--- src/rtl/serial_bus_arbiter.sv ---
// -----------------------------------------------------------------------------
// serial_bus_arbiter
//
// Two-master arbiter for the serial bus. Grants one master at a time, drives
// the master-select for the bus mux, and sequences split transactions: when a
// slave signals a split the current owner is parked and the bus is freed for
// the other master; once the slave drops its split indication the parked
// master is re-granted together with a one-cycle split_grant pulse.
//
// Optional feature macro: ROUND_ROBIN_EN
//   defined   : in IDLE, a contended grant goes to the master that did not win
//               the last normal grant (split resumes do not count)
//   undefined : fixed priority, master 0 over master 1
//
// Ports:
//   clk          in   1  system clock, rising edge
//   rstn         in   1  asynchronous active-low reset
//   breq         in   2  per-master bus request, held for the whole transaction
//   ssplit       in   1  OR of all slave split indications (level)
//   bgrant       out  2  one-hot registered grant per master
//   msel         out  1  index of the granted master (holds while bgrant=0)
//   bbusy        out  1  high when any bgrant bit is high
//   msplit       out  2  per-master "parked in a split" flag
//   split_grant  out  1  one-cycle pulse: parked master re-granted
//   split_err    out  1  sticky: a second split arrived while one was pending
// -----------------------------------------------------------------------------
module serial_bus_arbiter #(
   parameter int NUM_MASTERS   = 2,
   parameter bit SPLIT_SUPPORT = 1'b1
) (
   input  logic       clk,
   input  logic       rstn,
   input  logic [1:0] breq,
   input  logic       ssplit,
   output logic [1:0] bgrant,
   output logic       msel,
   output logic       bbusy,
   output logic [1:0] msplit,
   output logic       split_grant,
   output logic       split_err
);

   if (NUM_MASTERS != 2) begin : g_num_masters_check
      $error("serial_bus_arbiter supports exactly 2 masters");
   end

   typedef enum logic [1:0] {
      ST_IDLE   = 2'd0,
      ST_BUSY   = 2'd1,
      ST_SGRANT = 2'd2
   } state_t;

   state_t     state_r;
   state_t     state_s;
   logic       split_pend_r;
   logic       split_pend_s;
   logic       split_owner_r;
   logic       split_owner_s;
   logic       ssplit_d_r;
   logic [1:0] bgrant_s;
   logic       msel_s;
   logic       bbusy_s;
   logic [1:0] msplit_s;
   logic       split_grant_s;
   logic       split_err_s;
   logic [1:0] req_s;
   logic       winner_s;
   logic       split_ev_s;
`ifdef ROUND_ROBIN_EN
   logic       last_winner_r;
   logic       last_winner_s;
`endif

   // Master index to one-hot grant vector.
   function automatic logic [1:0] idx2oh(input logic idx);
      if (idx) begin
         return 2'b10;
      end else begin
         return 2'b01;
      end
   endfunction

   // Next-state and registered-output computation.
   always_comb begin
      state_s       = state_r;
      split_pend_s  = split_pend_r;
      split_owner_s = split_owner_r;
      bgrant_s      = bgrant;
      msel_s        = msel;
      bbusy_s       = bbusy;
      msplit_s      = msplit;
      split_grant_s = 1'b0;
      split_err_s   = split_err;
`ifdef ROUND_ROBIN_EN
      last_winner_s = last_winner_r;
`endif

      // The parked master keeps requesting but must not win a normal grant.
      if (split_pend_r) begin
         req_s = breq & ~idx2oh(split_owner_r);
      end else begin
         req_s = breq;
      end

      split_ev_s = (SPLIT_SUPPORT == 1'b1) && ssplit && !ssplit_d_r;

`ifdef ROUND_ROBIN_EN
      if (req_s == 2'b11) begin
         winner_s = ~last_winner_r;
      end else if (req_s[1]) begin
         winner_s = 1'b1;
      end else begin
         winner_s = 1'b0;
      end
`else
      if (req_s[0]) begin
         winner_s = 1'b0;
      end else if (req_s[1]) begin
         winner_s = 1'b1;
      end else begin
         winner_s = 1'b0;
      end
`endif

      case (state_r)
         ST_IDLE: begin
            if ((SPLIT_SUPPORT == 1'b1) && split_pend_r && !ssplit) begin
               state_s       = ST_SGRANT;
               bgrant_s      = idx2oh(split_owner_r);
               msel_s        = split_owner_r;
               split_grant_s = 1'b1;
            end else if (req_s != 2'b00) begin
               state_s  = ST_BUSY;
               bgrant_s = idx2oh(winner_s);
               msel_s   = winner_s;
`ifdef ROUND_ROBIN_EN
               last_winner_s = winner_s;
`endif
            end else begin
               state_s  = ST_IDLE;
               bgrant_s = 2'b00;
            end
         end
         ST_SGRANT: begin
            state_s               = ST_BUSY;
            msplit_s[split_owner_r] = 1'b0;
            split_pend_s          = 1'b0;
         end
         ST_BUSY: begin
            // A new split wins over a simultaneous request drop.
            if (split_ev_s && !split_pend_r) begin
               state_s          = ST_IDLE;
               bgrant_s         = 2'b00;
               msplit_s[msel]   = 1'b1;
               split_pend_s     = 1'b1;
               split_owner_s    = msel;
            end else begin
               if (split_ev_s) begin
                  split_err_s = 1'b1;
               end else begin
                  split_err_s = split_err;
               end
               if (!breq[msel]) begin
                  state_s  = ST_IDLE;
                  bgrant_s = 2'b00;
               end else begin
                  state_s  = ST_BUSY;
               end
            end
         end
         default: begin
            state_s  = ST_IDLE;
            bgrant_s = 2'b00;
         end
      endcase

      bbusy_s = |bgrant_s;
   end

   // State and output registers.
   always_ff @(posedge clk or negedge rstn) begin
      if (!rstn) begin
         state_r       <= ST_IDLE;
         split_pend_r  <= 1'b0;
         split_owner_r <= 1'b0;
         ssplit_d_r    <= 1'b0;
         bgrant        <= 2'b00;
         msel          <= 1'b0;
         bbusy         <= 1'b0;
         msplit        <= 2'b00;
         split_grant   <= 1'b0;
         split_err     <= 1'b0;
      end else begin
         state_r       <= state_s;
         split_pend_r  <= split_pend_s;
         split_owner_r <= split_owner_s;
         ssplit_d_r    <= ssplit;
         bgrant        <= bgrant_s;
         msel          <= msel_s;
         bbusy         <= bbusy_s;
         msplit        <= msplit_s;
         split_grant   <= split_grant_s;
         split_err     <= split_err_s;
      end
   end

`ifdef ROUND_ROBIN_EN
   // Last normal-grant winner; resets to 1 so master 0 wins first.
   always_ff @(posedge clk or negedge rstn) begin
      if (!rstn) begin
         last_winner_r <= 1'b1;
      end else begin
         last_winner_r <= last_winner_s;
      end
   end
`endif

endmodule

--- config.mk ---
export PLATFORM = sky130hd
export DESIGN_NAME = serial_bus_arbiter
export DESIGN_NICKNAME = d
export VERILOG_FILES = /design/src/rtl/serial_bus_arbiter.sv
export SDC_FILE = /design/constraint.sdc
export NUM_CORES = 1
export LEC_CHECK = 0
export ABC_AREA = 1
export CAP_MARGIN = 0
export CORE_AREA = 8 8 45 47
export CTS_CLUSTER_DIAMETER = 80
export CTS_CLUSTER_SIZE = 8
export DETAILED_ROUTE_END_ITERATION = 10
export DIE_AREA = 0 0 53 55
export PLACE_DENSITY = 0.75
export SKIP_CTS_REPAIR_TIMING = 1
export SLEW_MARGIN = 0
export SYNTH_ARGS = -nofsm -noshare
export SYNTH_HDL_FRONTEND = slang
export SYNTH_SLANG_ARGS = --single-unit
--- constraint.sdc ---
create_clock -name clk -period 2.2 [get_ports clk]
set_input_delay 0.22 -clock clk [delete_from_list [all_inputs] [get_ports clk]]
set_output_delay 0.22 -clock clk [all_outputs]
set_load 0.01 [all_outputs]
==> summary.md <==
| Metric | Value |
|---|---|
| Status | `finished, final reports clean` |
| CP arrival | `1.27 ns` |
| Internal power | `0.592 mW` |
| Setup TNS | `0 ns` |
| TritonCTS Buffers | `3` |
| CTS tree | `built` |
| Leakage | `0.359 nW` |
| Skew-Pair Late Insertion Delay | `0.27 ns` |
| Netlist cell types | `15` |
| Hold Crit Class | `primary input to asynchronous set/reset pin` |
| Synthesized net count | `70` |
| Total gr overflow | `0` |
| Crit path max-delay family | `buffers and inverters` |
| Adder-cell area share of the yosys netlist | `0%` |
| Reg area | `300 um2` |
| Final net count | `87` |
| Initial antenna violation count | `0` |
| Crit-path max FO | `5` |
| Switching share of total power | `40.0%` |
| Finished Layout Cells | `96` |
| Share of cells above drive strength 1 | `23.8%` |
| Vias | `460` |
| Worst path cell trace | `clkdlybuf4s50_1` |
| Yosys warning count | `0` |
| Clock skew | `0.000543 ns` |
| Cells after Synth | `65` |
| Largest family of logic cells by synthesized area | `simple AND/OR/NAND/NOR gates` |
| Layout fillers | `123` |
| Reg power frac | `39.2%` |
| Total GRT Usage | `10.2%` |
| Site row count | `14` |
| Synth Area in Compound Gates | `9.71%` |
| Residual DRC | `0` |
| DRT Pass-1 Iters | `4` |
| Final Hold Viols | `0` |
| Crit. End Element | `primary output` |
| Mux cell area share after synthesis | `0%` |
| Multi-input gate area | `205 um2` |
| Synth Area in XOR/XNOR | `0%` |
| Antenna viol nets, final | `0` |
| Tcrit/Tclk final | `67.9%` |
| Clock Root Buffer | `clkbuf_4` |
| Synth Area in Simple Gates | `27.3%` |
| Area grow syn2layout | `29.3%` |
| Setup-failing EPs final | `0` |
| Starting Density | `40.1%` |
| Die height | `55 um` |
| Post-layout min period | `1.49 ns` |
| Largest net degree at the start of global routing | `13` |
| Placed cell count | `93` |
| Seq cells post-synth | `12` |
| Clock input transition at the sequential cells of the worst setup and hold paths | `0.07 ns` |
| Power density over cell area | `1380 nW/um2` |
| Mapped Area | `554 um2` |
| Worst Tran Pin Value | `0.537 ns` |
| Final Util | `51.8%` |
| DP HPWL | `919 um` |
| GP Congestion | `0.825` |
| Max Root-Sink Buffers | `2` |
| Mean post-synth cell area | `8.53 um2` |
| Buffers & Inverters on Critical Path | `1` |
| Critical path type | `flip-flop to primary output` |
| Slew margin rel. | `64.1%` |
| Crit start category | `flip-flop` |
| Die W | `53 um` |
| Gate power share | `47.5%` |
| Peak supply drop | `0.000568 V` |
| Max Clk Rate | `0.669 GHz` |
| Slowest-stage cell, CP | `clkdlybuf4s50_1` |
| Via density | `4.79` |
| Drt initial violations | `21` |
| Max Slew Vio Count | `0` |
| Die area | `2920 um2` |
| Worst path max stage delay | `0.57 ns` |
| CTS sink cnt | `12` |
| Flop2flop setup slack | `1.03 ns` |
| Vias in the first global route | `479` |
| Final WL | `1.20 mm` |
| Post-synthesis sequential area ratio | `54.2%` |
| Wirelength per Cell | `12.5 um` |
| Ant diodes | `0` |
| First-pass GRT wire length | `2.12 mm` |
| Power share of the clock group | `13.2%` |
| RSZ-0062 raised after global routing | `no` |
| P_sw | `0.395 mW` |
| Core ar. | `1380 um2` |
| Max-Cap Viols | `0` |
| Critical Path RT | `1.98 ns` |
| CTS H-tree depth | `1` |
| Port Buffers | `12` |
| Num ports | `13` |
power groups by stage:
| stage | combinational, mW | sequential, mW | clock (mW) |
|---|---|---|---|
| global route | 0.526 | 0.401 | 0.152 |
| global placement | 0.460 | 0.390 | 0 |
| finish | 0.469 | 0.387 | 0.131 |
| floorplan | 0.249 | 0.412 | 0 |
| detailed placement | 0.468 | 0.390 | 0 |
| CTS | 0.473 | 0.388 | 0.132 |
flip-flops by register name, indices dropped and copies added (netlist names):
signal	count
bgrant	2
msplit	2
bbusy	1
msel	1
split_err	1
split_grant	1
split_owner_r	1
split_pend_r	1
ssplit_d_r	1
state_r	1
final timing paths:
check                                   from          end  cells after the start
worst max-delay path             split_grant  split_grant                      1
worst min-delay path                    rstn    split_err                      1
worst max register to register  split_pend_r        bbusy                      8
worst min register to register     split_err    split_err                      1
max in group asynchronous               rstn    bgrant[0]                      1
min in group clk                   split_err    split_err                      1
metrics by stage:
| step | hold WS, ns | instance area (um2) | setup WS (ns) | power [mW] |
|---|---|---|---|---|
| floorplan | -0.0756 | 554 | 1.15 | 0.661 |
| global placement | 0.467 | 694 | 0.773 | 0.851 |
| detailed placement | 0.471 | 694 | 0.737 | 0.859 |
| CTS | 0.319 | 717 | 0.696 | 0.993 |
| global route | 0.326 | 717 | 0.646 | 1.08 |
| finish | 0.297 | 717 | 0.705 | 0.987 |
area by class of cell:
class                           instances  area share [%]
Clock buffer                            3            3.14
Inverter                               13            6.81
Multi-Input combinational cell         40            28.6
Sequential cell                        12            41.9
Tap cell                               16            2.79
Timing Repair Buffer                   12            16.8
metal layers:
metal | wire [um] | GRT usage, % | vias up
met2 | 536 | 14.6 | 15
met1 | 505 | 11.0 | 208
met5 | 0 | 0 | -
met3 | 127 | 5.88 | 5
li1 | - | - | 232
met4 | 34 | 7.33 | 0
layout by cell type, fill, tap and decap left out:
| cell type | count |
|---|---|
| a21oi_1 | 1 |
| inv_2 | 7 |
| nor3_2 | 1 |
| nor2_2 | 2 |
| nor2_1 | 3 |
| nand2_1 | 15 |
| inv_1 | 6 |
| a41o_1 | 1 |
| clkdlybuf4s50_1 | 12 |
| nand2_2 | 4 |
| o21ai_0 | 1 |
| nor2_4 | 1 |
| dfrtp_1 | 12 |
| o21ai_1 | 5 |
| clkbuf_4 | 3 |
| a21oi_2 | 1 |
| nand3_1 | 5 |
synthesized netlist by cell type (all sizes together):
cell type	n	share of area, %
dfrtp	12	54
o21ai	6	5.4
nor3	1	1.8
inv	13	8.8
nor2	6	6.3
a21oi	2	2.5
nand2	19	15
nand3	5	4.5
a41o	1	1.8
logic make-up after synthesis:
logic type | Yosys count
flip-flops | 12
AO/OA/AOI/OAI | 9
AND/OR/NAND/NOR | 31
buffers and inverters | 13
(Power assumes the default switching activity.)
